$ cat config.mk
export PLATFORM = sky130hd
export DESIGN_NAME = interval_envelope_streamer
export DESIGN_NICKNAME = d
export VERILOG_FILES = /design/src/rtl/interval_envelope_streamer_pkg.sv /design/src/rtl/interval_metric.sv /design/src/rtl/interval_envelope_streamer.sv
export SDC_FILE = /design/constraint.sdc
export NUM_CORES = 1
export LEC_CHECK = 0
export CAP_MARGIN = 20
export CORE_AREA = 2 2 304 306
export CTS_CLUSTER_DIAMETER = 200
export DETAILED_ROUTE_END_ITERATION = 6
export DIE_AREA = 0 0 306 308
export SLEW_MARGIN = 40
export SYNTH_ARGS = -nofsm -noshare
export SYNTH_HDL_FRONTEND = slang
export SYNTH_SLANG_ARGS = --single-unit
$ cat constraint.sdc
create_clock -name clk -period 56.7 [get_ports clk]
set_clock_uncertainty 0.1 [all_clocks]
set_input_delay 11.34 -clock clk [delete_from_list [all_inputs] [get_ports clk]]
set_output_delay 11.34 -clock clk [all_outputs]
set_load 0.05 [all_outputs]
$ cat src/rtl/interval_envelope_streamer_pkg.sv
// Shared definitions for the interval envelope streamer and its metric helper.
package interval_envelope_streamer_pkg;

  localparam int unsigned DATA_W_DEFAULT = 32;

  // Record index width, never narrower than one bit.
  function automatic int unsigned idx_width(input int unsigned n);
    return (n <= 1) ? 1 : $clog2(n);
  endfunction

  typedef enum logic {
    StIdle   = 1'b0,
    StStream = 1'b1
  } state_e;

endpackage

$ cat src/rtl/interval_metric.sv
// Combinational per-interval metrics: peak-to-peak span and clip detection.
module interval_metric #(
  parameter int unsigned DATA_W = 32
) (
  input  logic signed [DATA_W-1:0] min_val,
  input  logic signed [DATA_W-1:0] max_val,
  input  logic        [DATA_W-1:0] clip_level,
  output logic        [DATA_W:0]   p2p,
  output logic                     clip
);

  logic signed [DATA_W:0]   diff;
  logic signed [DATA_W+1:0] max_x;
  logic signed [DATA_W+1:0] min_x;
  logic signed [DATA_W+1:0] lvl_x;

  // Span clamps to zero for a corrupt min>max set; clip uses two guard bits so -level never wraps.
  always_comb begin
    diff  = {max_val[DATA_W-1], max_val} - {min_val[DATA_W-1], min_val};
    p2p   = diff[DATA_W] ? '0 : diff;
    max_x = {{2{max_val[DATA_W-1]}}, max_val};
    min_x = {{2{min_val[DATA_W-1]}}, min_val};
    lvl_x = {2'b00, clip_level};
    clip  = (max_x >= lvl_x) || (min_x <= -lvl_x);
  end

endmodule

$ cat src/rtl/interval_envelope_streamer.sv
// Snapshots a min/max result set on the done edge and streams one record per interval.
module interval_envelope_streamer
  import interval_envelope_streamer_pkg::*;
#(
  parameter int unsigned NUM_INTERVALS = 10,
  parameter int unsigned DATA_W        = DATA_W_DEFAULT,
  parameter int unsigned IDX_W         = idx_width(NUM_INTERVALS)
) (
  input  logic                            clk,
  input  logic                            reset,
  input  logic                            mm_done,
  input  logic [NUM_INTERVALS*DATA_W-1:0] in_min,
  input  logic [NUM_INTERVALS*DATA_W-1:0] in_max,
  input  logic [DATA_W-1:0]               clip_level,
  output logic                            out_valid,
  input  logic                            out_ready,
  output logic [IDX_W-1:0]                out_index,
  output logic signed [DATA_W-1:0]        out_min,
  output logic signed [DATA_W-1:0]        out_max,
  output logic [DATA_W:0]                 out_p2p,
  output logic                            out_clip,
  output logic                            out_last,
  output logic                            busy,
  output logic                            overrun
);

  localparam logic [IDX_W-1:0] LastIdx = IDX_W'(NUM_INTERVALS - 1);

  state_e state_q, state_d;
  logic   done_d;
  logic   rise;
  logic   capture;
  logic   load;
  logic   finish;
  logic   overrun_set;
  logic [IDX_W-1:0] next_idx;

  logic signed [DATA_W-1:0] snap_min [NUM_INTERVALS];
  logic signed [DATA_W-1:0] snap_max [NUM_INTERVALS];
  logic        [DATA_W-1:0] snap_clip;

  logic signed [DATA_W-1:0] rec_min;
  logic signed [DATA_W-1:0] rec_max;
  logic        [DATA_W-1:0] rec_clip_level;
  logic        [DATA_W:0]   rec_p2p;
  logic                     rec_clip;

  // Next-state decode and handshake-driven record advance.
  always_comb begin
    rise        = mm_done & ~done_d;
    state_d     = state_q;
    capture     = 1'b0;
    load        = 1'b0;
    finish      = 1'b0;
    overrun_set = 1'b0;
    next_idx    = (out_index == LastIdx) ? '0 : out_index + 1'b1;
    unique case (state_q)
      StIdle: begin
        next_idx = '0;
        if (rise) begin
          capture = 1'b1;
          load    = 1'b1;
          state_d = StStream;
        end
      end
      StStream: begin
        overrun_set = rise;
        if (out_valid && out_ready) begin
          if (out_last) begin
            finish  = 1'b1;
            state_d = StIdle;
          end else begin
            load = 1'b1;
          end
        end
      end
      default: state_d = StIdle;
    endcase
  end

  // Record 0 comes straight from the inputs at capture; later records from the snapshot.
  always_comb begin
    if (state_q == StIdle) begin
      rec_min        = in_min[DATA_W-1:0];
      rec_max        = in_max[DATA_W-1:0];
      rec_clip_level = clip_level;
    end else begin
      rec_min        = snap_min[next_idx];
      rec_max        = snap_max[next_idx];
      rec_clip_level = snap_clip;
    end
  end

  interval_metric #(
    .DATA_W(DATA_W)
  ) u_metric (
    .min_val   (rec_min),
    .max_val   (rec_max),
    .clip_level(rec_clip_level),
    .p2p       (rec_p2p),
    .clip      (rec_clip)
  );

  // Snapshot registers; contents only matter while streaming, so no reset.
  always_ff @(posedge clk) begin
    if (capture) begin
      for (int i = 0; i < NUM_INTERVALS; i++) begin
        snap_min[i] <= in_min[i*DATA_W +: DATA_W];
        snap_max[i] <= in_max[i*DATA_W +: DATA_W];
      end
      snap_clip <= clip_level;
    end
  end

  // State, edge detector and output record registers.
  always_ff @(posedge clk) begin
    if (reset) begin
      state_q   <= StIdle;
      done_d    <= 1'b1;
      out_valid <= 1'b0;
      out_last  <= 1'b0;
      busy      <= 1'b0;
      overrun   <= 1'b0;
      out_index <= '0;
      out_min   <= '0;
      out_max   <= '0;
      out_p2p   <= '0;
      out_clip  <= 1'b0;
    end else begin
      state_q <= state_d;
      done_d  <= mm_done;
      if (overrun_set) begin
        overrun <= 1'b1;
      end
      if (load) begin
        out_valid <= 1'b1;
        busy      <= 1'b1;
        out_index <= next_idx;
        out_min   <= rec_min;
        out_max   <= rec_max;
        out_p2p   <= rec_p2p;
        out_clip  <= rec_clip;
        out_last  <= (next_idx == LastIdx);
      end else if (finish) begin
        out_valid <= 1'b0;
        busy      <= 1'b0;
        out_last  <= 1'b0;
      end
    end
  end

endmodule

## After elaboration in Yosys (flattened, before gate mapping)

Memories as Yosys holds them, arrays and structs flattened.
Cells that the tools add are included.
W data, S select, Z words.

| cells by class | value |
|---|---|
| shift-type cells | 0 |
| reduce and logical (&&, ||, !) cells | 3 |
| equality and inequality tests | 2 |
| div/mod/pow operators | 0 |
| add/sub/neg operators | 3 |
| muxes and demuxes | 22 |
| multipliers | 0 |
| bitwise logic cells | 3 |
| $lt $le $gt $ge | 2 |

Operator list:

| operator | number |
|---|---|
| $mux W32 | 4 |
| $le A32 B34 Y1 | 1 |
| $neg A32 Y34 | 1 |
| $ge A32 B33 Y1 | 1 |
| $sub A32 B32 Y33 | 1 |
| $mux W1 | 14 |
| $eq A4 B4 Y1 const B | 2 |
| $mux W4 | 2 |
| $add A4 B1 Y4 const B | 1 |
| $pmux W1 S2 | 2 |
| $not A1 Y1 | 2 |
| $reduce_bool A2 Y1 | 1 |
| $and A1 B1 Y1 | 1 |
| $logic_and A1 B1 Y1 | 1 |
| $logic_or A1 B1 Y1 | 1 |

| storage, ports and cells | value |
|---|---|
| memories kept | 2 |
| bits in writable memories | 640 |
| flip-flop bits (word level) | 139 |
| bits in read-only memories | 0 |
| output and inout bits | 106 |
| word-level logic and storage cells | 48 |
| latch bits | 0 |
| input bits | 676 |

Memory list:

| memory | depth | width | read ports | clocked after Yosys merged registers in | write ports | RTL line | text |
|---|---|---|---|---|---|---|---|
| snap_max | 10 | 32 | 1 | 0 | 10 | interval_envelope_streamer.sv:39 | `logic signed [DATA_W-1:0] snap_max [NUM_INTERVALS];` |
| snap_min | 10 | 32 | 1 | 0 | 10 | interval_envelope_streamer.sv:38 | `logic signed [DATA_W-1:0] snap_min [NUM_INTERVALS];` |

## Logic depth before layout (Yosys ltp)

Gate-level depths: netlist of the first run.
An unclocked memory read counts as a cell.

| logic depth | value |
|---|---|
| word-level depth | 7 |
| depth in mapped cells | 24 |

## Modules after synthesis

A second synthesis of the first run with hierarchy kept.

| second synthesis, totals | value |
|---|---|
| cell total of the unflattened synthesis | 2816 |
| area, all modules | 35393.9 sq um |

By module, submodules not included:

| module | times used | cells an instance | area an instance (sq um) | sequential area each (sq um) |
|---|---|---|---|---|
| interval_envelope_streamer | 1 | 2196 | 31154.9 | 22321.4 |
| interval_metric | 1 | 620 | 4239.1 | 0.0 |

## Worst setup path before layout of the first run

Ideal clock, no wire load.

| path | value |
|---|---|
| kind | in2reg |
| start | input port mm_done |
| end | register out_p2p[11] |
| buffers on the path | 1 |
| slack | 28.657 ns |
| arrival time | 27.881 ns |
| setup time | 0.062 ns |
| stages | 8 |
| data required time | 56.538 ns |
| cell sequence | nand3_1 inv_1 nor2_1 nor3_1 o21ai_0 o21ba_2 buf_2 a32o_1 |

| on the way | value |
|---|---|
| longest elaborated chain between the ends | 3 |

Ends and longest elaborated chain:

| item | RTL line | text |
|---|---|---|
| start: declaration | interval_envelope_streamer.sv:11 | `input logic mm_done,` |
| $and A1 B1 Y1 | interval_envelope_streamer.sv:50 | `rise = mm_done & ~done_d;` |
| $mux W1 | interval_envelope_streamer.sv:60 | `if (rise) begin` |
| $pmux W1 S2 | interval_envelope_streamer.sv:57 | `unique case (state_q)` |
| end signal: assignment | interval_envelope_streamer.sv:141 | `out_p2p <= rec_p2p;` |
| end: declaration | interval_envelope_streamer.sv:20 | `output logic [DATA_W:0] out_p2p,` |

Every way passes these cells.
A chain may end at the register's enable or synchronous reset.

## Final worst setup path of the first run

| path | value |
|---|---|
| start | input port in_min[0] |
| end | register out_p2p[19] |

| on the way | value |
|---|---|
| longest elaborated chain between the ends | 3 |

Ends and longest elaborated chain:

| item | RTL line | text |
|---|---|---|
| start: declaration | interval_envelope_streamer.sv:12 | `input logic [NUM_INTERVALS*DATA_W-1:0] in_min,` |
| $mux W32 | interval_envelope_streamer.sv:83 | `if (state_q == StIdle) begin` |
| net rec_min[0] | interval_envelope_streamer.sv:42 | `logic signed [DATA_W-1:0] rec_min;` |
| $sub A32 B32 Y33 | interval_metric.sv:19 | `diff = {max_val[DATA_W-1], max_val} - {min_val[DATA_W-1], min_val};` |
| $mux W32 | interval_metric.sv:20 | `p2p = diff[DATA_W] ? '0 : diff;` |

The timed path passes the listed nets, and every way through them passes these cells.

==> results.yml, run 1 <==
outcome:
  run_status: "complete, no violations"
synthesis:
  synth_warnings: 0
  synth_mux_area_share_pct: 2.700
  yosysTopAreaCell: "edfxtp_1"
  synth_compound_area_share_pct: 14.26
  synth_seq_cells: 778
  avgSynthCellArea_um2: 12.98
  mappedNetlistArea_um2: 34020
  synth_xor_area_share_pct: 1.236
  synth_top_family_by_area: "compound AO/OA/AOI/OAI gates"
  synthFlopType: "edfxtp_1"
  async_reset_ff_share_pct: 0
  synth-edff-count: 672
  synth-simple-area-share_pct: 9.501
  synth_top_area_share_pct: 59.32
  ys_top_cells_by_area: "edfxtp_1 (59%), dfxtp_1 (6.2%), nand2_1 (4.1%), ha_1 (3.8%), mux2i_1 (2.4%)"
  synth.distinct_cells: 89
  synthesis.nets: 3399
  syn-instance-count: 2620
  ys_seq_area_share_pct: 65.56
  synth-adder-area-share_pct: 3.811
timing:
  worst_pin_slew_ps: 965.0
  period_minus_slack_ps: 15340
  fmax_mhz: 65.19
  slew_violations: 0
  setup_viol: 0
  worst_slack_ps: 41360
  grt_setup_unrepaired: "no"
  timing.final.crit_share_pct: 27.05
  tns_ps: 0
  relSlewSlack_pct: 35.67
  finalHoldViolCount: 0
worst_hold_path:
  min_path_type: "reg2reg"
  hp-start: "out_min[28]"
  whs_endpoint: "out_min[28]"
  holdPathStages: 2
clock_network:
  clk_latency_ps: 670
  htreeDepth: 3
  cts_buffers: 88
  cts_tree: "yes"
  path_clk_slew_ps: 60
  clkSinkCount: 778
  ctsResizeCount: 0
  cts_hold_buf: 0
  cts_setup_buffers: 0
  ctsLongestPathBuffers: 3
  cts-root-buf: "clkbuf_16"
setup_path:
  r2r_end: "out_p2p[19]"
  path_buf_inv: 2
  r2r_slack_ps: 48750
  arrival_ps: 15840
  crit_fanout: 30
  rr_worst_depth: 22
  cp_slowest_cell: "o21ba_2"
  cp_slowest_stage_delay_ps: 690
  reg2reg_from: "out_index[0]"
  crit_chain: "clkdlybuf4s50_1 > a21oi_1 > inv_1 > ha_1 > fa_1 > nor2b_1 > o311a_1 > o21bai_1 > a31oi_1 > o211ai_1 > o21ai_0 > o21ba_2 > a32o_1"
  path_class: "in2reg"
  path_delay_family: "compound AO/OA/AOI/OAI gates"
  required_ps: 57200
  start_kind: "primary input"
  end_kind: "register"
floorplanning:
  initial_core_util_pct: 37.39
  io_pins: 782
  die_x_um: 306
  chipHeight_um: 308
  die_area_um2: 94250
  std_cell_rows: 111
  core-area_um2: 90970
power_and_ir_drop:
  pwr_density_cell_nw_per_um2: 30.30
  p_leak_nw: 16.03
  ir_drop_mv: 0.02258
final_layout:
  final_cells: 4677
  nNetsFinal: 4167
  fill_cells: 8006
  final_cell_mix: "clkdlybuf4s50_1 (779), edfxtp_1 (672), nand2_1 (372)"
  mostFrequentLayoutCell: "clkdlybuf4s50_1"
  multi_input_area_um2: 10870
  post-route-util_pct: 50.74
  layout-drive-gt1-share_pct: 7.372
  regArea_um2: 22310
  area_growth_pct: 35.68
job:
  drv_cap: 0
drt:
  vias: 25870
  drt-total-wl_um: 133500
  ant_nets: 0
  routedWlPerCell_um: 28.54
  dr.pass1.iters: 5
  drc: 0
  drtIter0Drc: 2470
  via_per_inst: 5.532
grt:
  grt_overflow: 0
  grt_pass1_vias: 25280
  grt_util_all_layers_pct: 27.68
  antenna_found_initial: 41
  grt_pass1_wl_um: 185300
  grt_start_max_net_pins: 109
placed_design:
  pre_cts_slack_ps: 40760
  hpwlAfterDp_um: 99390
  routabilityCongestion: 0.9397
  io_buffers: 780
  dp.cells: 4481
==> sequential cells by signal, indices dropped and copies added, names as in the netlist <==
| register | flops |
|---|---|
| done_d | 1 |
| out_min | 32 |
| out_index | 4 |
| out_max | 32 |
| state_q | 1 |
| out_last | 1 |
| overrun | 1 |
| out_p2p | 32 |
| snap_min | 320 |
| snap_clip | 32 |
| busy | 1 |
| out_clip | 1 |
| snap_max | 320 |
==> stage by stage <==
stage / total power, W / hold slack (ps) / instance area [um2]
floorplan: 0.0007576 / 406.1 / 34020
global route: 0.001443 / 368.1 / 46140
global placement: 0.0008449 / 342.1 / 43070
detailed placement: 0.0008465 / 345.8 / 43180
finish: 0.001398 / 352.4 / 46150
CTS: 0.001405 / 352.4 / 45990
==> per-layer routing <==
layer / vias up / global-route usage [%] / share of wire [%]
met5: - / 0 / 0.095
met4: 18 / 9.440 / 2.4
met3: 178 / 5.209 / 6.9
met2: 1115 / 45.52 / 48
met1: 12820 / 36.77 / 42
li1: 11740 / - / -
==> area by class of cell <==
cell class | instances | area share (%)
antenna | 32 | 0.1735
clock buffer | 123 | 5.300
clock inverter | 38 | 0.7808
inverter | 60 | 0.5205
multi-input combinational | 1620 | 23.56
sequential | 778 | 48.34
tap | 1186 | 3.215
timing repair buffer | 840 | 18.11
==> worst max path at each step <==
stage,from,endpoint,slack [ps],cells past startpoint
2_1_floorplan,mm_done,out_p2p[11],28660,8
3_3_place_gp,in_max[13],out_p2p[5],40620,13
3_5_place_dp,in_min[0],out_p2p[11],40760,13
4_1_cts,in_min[0],out_p2p[11],41480,13
5_1_grt,in_min[0],out_p2p[11],41250,13
6_report,in_min[0],out_p2p[19],41360,13
==> synth_stat cells (15+ instances only) <==
| library cell | number |
|---|---|
| edfxtp_1 | 672 |
| nand2_1 | 373 |
| a21oi_1 | 144 |
| nor2_1 | 112 |
| dfxtp_1 | 106 |
| ha_1 | 102 |
| mux2i_1 | 80 |
| a311oi_1 | 73 |
| clkbuf_1 | 72 |
| buf_2 | 66 |
| inv_1 | 58 |
| o21ai_0 | 54 |
| o22ai_1 | 53 |
| a211oi_1 | 52 |
| nand3_1 | 42 |
| a221oi_1 | 36 |
| nor3_1 | 36 |
| o221ai_1 | 35 |
| a21o_1 | 34 |
| and3_1 | 32 |
| a22o_1 | 29 |
| xnor2_1 | 28 |
| nor4_1 | 24 |
| nand4_1 | 20 |
| xor2_1 | 20 |
| nor2b_1 | 15 |
| o311ai_0 | 15 |
==> tightest hold or removal path: cells and delay by family (launching register included) <==
family	cells	cell delay (ps)
DFF	1	310
and+or+nand+nor	1	50
AOI/OAI and AO/OA	1	50
==> power by group <==
part	switching, W	internal, W
clock	0.000237	0.000325
sequential	0.00000790	0.000643
combinational	0.000102	0.0000839
total	0.000347	0.00105
==> logic make-up (layout without fill, tap and decap cells) <==
kind of cell | Yosys count | after routing
xor gates and xnor gates | 48 | 48
buffers and inverters | 222 | 1061
DFF | 778 | 778
adders and majority gates | 103 | 103
muxes | 90 | 90
AOI/OAI and AO/OA | 668 | 668
other | 1 | 33
and+or+nand+nor | 710 | 710
Power figures use the tool's default switching activity.
==> run 2: changes to the inputs <==
==> constraint.sdc (replaced) <==
create_clock -name clk -period 13.2 [get_ports clk]
set_clock_uncertainty 0.1 [all_clocks]
set_input_delay 2.64 -clock clk [delete_from_list [all_inputs] [get_ports clk]]
set_output_delay 2.64 -clock clk [all_outputs]
set_load 0.05 [all_outputs]
==> run 2 against run 1 <==
Compared with the run above: via count hardly changed; design area decreased by 0.39%; total power grew to 4.2 times the previous value; clock-buffer cell count down 5; die area is the same; non-clock buffer count grew 3; critical endpoint is now out_p2p[5]; largest cell class unchanged.
==> results.yml, run 2 (same netlist as run 1, synthesis figures left out) <==
grt:
  grt_util_all_layers_pct: 27.78
  grt_overflow: 0
  grt_pass1_wl_um: 185800
  grt_start_max_net_pins: 111
  antenna_found_initial: 48
  grt_pass1_vias: 25300
drt:
  vias: 25860
  drc: 0
  dr.pass1.iters: 6
  via_per_inst: 5.524
  drtIter0Drc: 2539
  ant_nets: 0
  routedWlPerCell_um: 28.70
  drt-total-wl_um: 134300
worst_hold_path:
  holdPathStages: 2
  whs_endpoint: "out_max[23]"
  hp-start: "out_max[23]"
  min_path_type: "reg2reg"
clock_network:
  htreeDepth: 3
  cts_setup_buffers: 0
  cts_buffers: 86
  ctsResizeCount: 0
  clk_latency_ps: 670
  cts_hold_buf: 0
  ctsLongestPathBuffers: 3
  clkSinkCount: 778
  path_clk_slew_ps: 60
  cts_tree: "yes"
  cts-root-buf: "clkbuf_16"
timing:
  period_minus_slack_ps: 7714
  relSlewSlack_pct: 39.23
  tns_ps: 0
  grt_setup_unrepaired: "no"
  fmax_mhz: 129.6
  timing.final.crit_share_pct: 58.44
  slew_violations: 0
  finalHoldViolCount: 0
  worst_pin_slew_ps: 900.2
  setup_viol: 0
power_and_ir_drop:
  p_seq_share_pct: 47.2
  pwr_density_cell_nw_per_um2: 128.9
  clkPwrFrac_pct: 39.4
  power_frac_comb_pct: 13.4
  p_sw_w: 0.001480
  p_sw_share_pct: 24.98
  p_leak_nw: 15.95
  power_w: 0.005924
  power.internal_w: 0.004444
  ir_drop_mv: 0.1066
final_layout:
  area_growth_pct: 35.16
  post-route-util_pct: 50.54
  final_cell_mix: "clkdlybuf4s50_1 (779), edfxtp_1 (672), nand2_1 (372)"
  top_regs: "snap_max (320), snap_min (320)"
  fill_cells: 7939
  layout-drive-gt1-share_pct: 7.170
  nNetsFinal: 4168
  mostFrequentLayoutCell: "clkdlybuf4s50_1"
  design_area_um2: 45980
job:
  drv_cap: 0
floorplanning:
  core-area_um2: 90970
  io_pins: 782
  die_x_um: 306
  std_cell_rows: 111
  chipHeight_um: 308
  die_area_um2: 94250
  initial_core_util_pct: 37.39
placed_design:
  hpwlAfterDp_um: 100100
  post_dp_cell_area_um2: 43180
  routabilityCongestion: 0.8715
  io_buffers: 780
setup_path:
  arrival_ps: 8210
  crit_start: "out_index[0]"
  r2r_end: "out_p2p[5]"
  rr_worst_depth: 18
  path_class: "reg2reg"
  r2r_slack_ps: 5490
  reg2reg_from: "out_index[0]"
  start_kind: "register"
  required_ps: 13700
  end_kind: "register"
  crit_fanout: 47
outcome:
  run_status: "complete, no violations"
run 2: critical path, cell delays in order (launching register included):
cell,delay [ps]
dfxtp_4,850
buf_4,640
inv_2,390
nand3_4,370
buf_4,550
buf_4,610
nand3_1,140
a311oi_1,580
a211o_1,200
nand2_1,180
ha_1,460
a21oi_1,100
o21ai_0,310
nand4_1,190
a31oi_1,430
o211ai_1,160
o21ai_0,300
o21ba_2,630
a32o_1,270
run 2: how the worst max path moves through the flow:
stage          depth (start not counted)     endpoint
3_3_place_gp                          19   out_p2p[5]
3_5_place_dp                          19   out_p2p[5]
2_1_floorplan                          8  out_p2p[25]
6_report                              18   out_p2p[5]
5_1_grt                               18   out_p2p[5]
4_1_cts                               19   out_p2p[5]
run 2: layer usage:
metal / wire length, um / vias to the layer above / global-route usage (%) / share of wire, %
met4: 2952 / 22 / 8.512 / 2.2
met3: 9927 / 149 / 5.813 / 7.4
met2: 65160 / 1146 / 45.97 / 49
li1: - / 11750 / - / -
met1: 56150 / 12800 / 36.66 / 42
met5: 138 / - / 0 / 0.10
run 2: area by class of cell:
cell class | instances | area (um2) | area share, %
Sequential cell | 778 | 22310 | 48.52
Multi-Input combinational cell | 1620 | 10850 | 23.59
Timing Repair Buffer | 843 | 8329 | 18.12
Clock buffer | 118 | 2376 | 5.168
Tap cell | 1186 | 1484 | 3.228
Clock inverter | 40 | 309.0 | 0.6722
Inverter | 60 | 231.5 | 0.5035
Antenna cell | 36 | 90.09 | 0.1959
run 2: power by group through the flow:
stage,Sequential [W],Clock (W),Combinational [W]
after floorplan,0.00292,0,0.000318
after global placement,0.00285,0,0.000778
after detailed placement,0.00285,0,0.000786
after CTS,0.00280,0.00237,0.000788
after global routing,0.00280,0.00247,0.000847
final,0.00280,0.00234,0.000792
run 2: per-stage QoR:
stage          setup WS, ps  hold WS [ps]  instances
2_1_floorplan        -761.8         451.8       2620
3_3_place_gp           5719         342.9       4484
3_5_place_dp           5621         348.4       4486
4_1_cts                5586         355.5       4644
5_1_grt                5064         383.5       4672
6_report               5486         351.7       4681
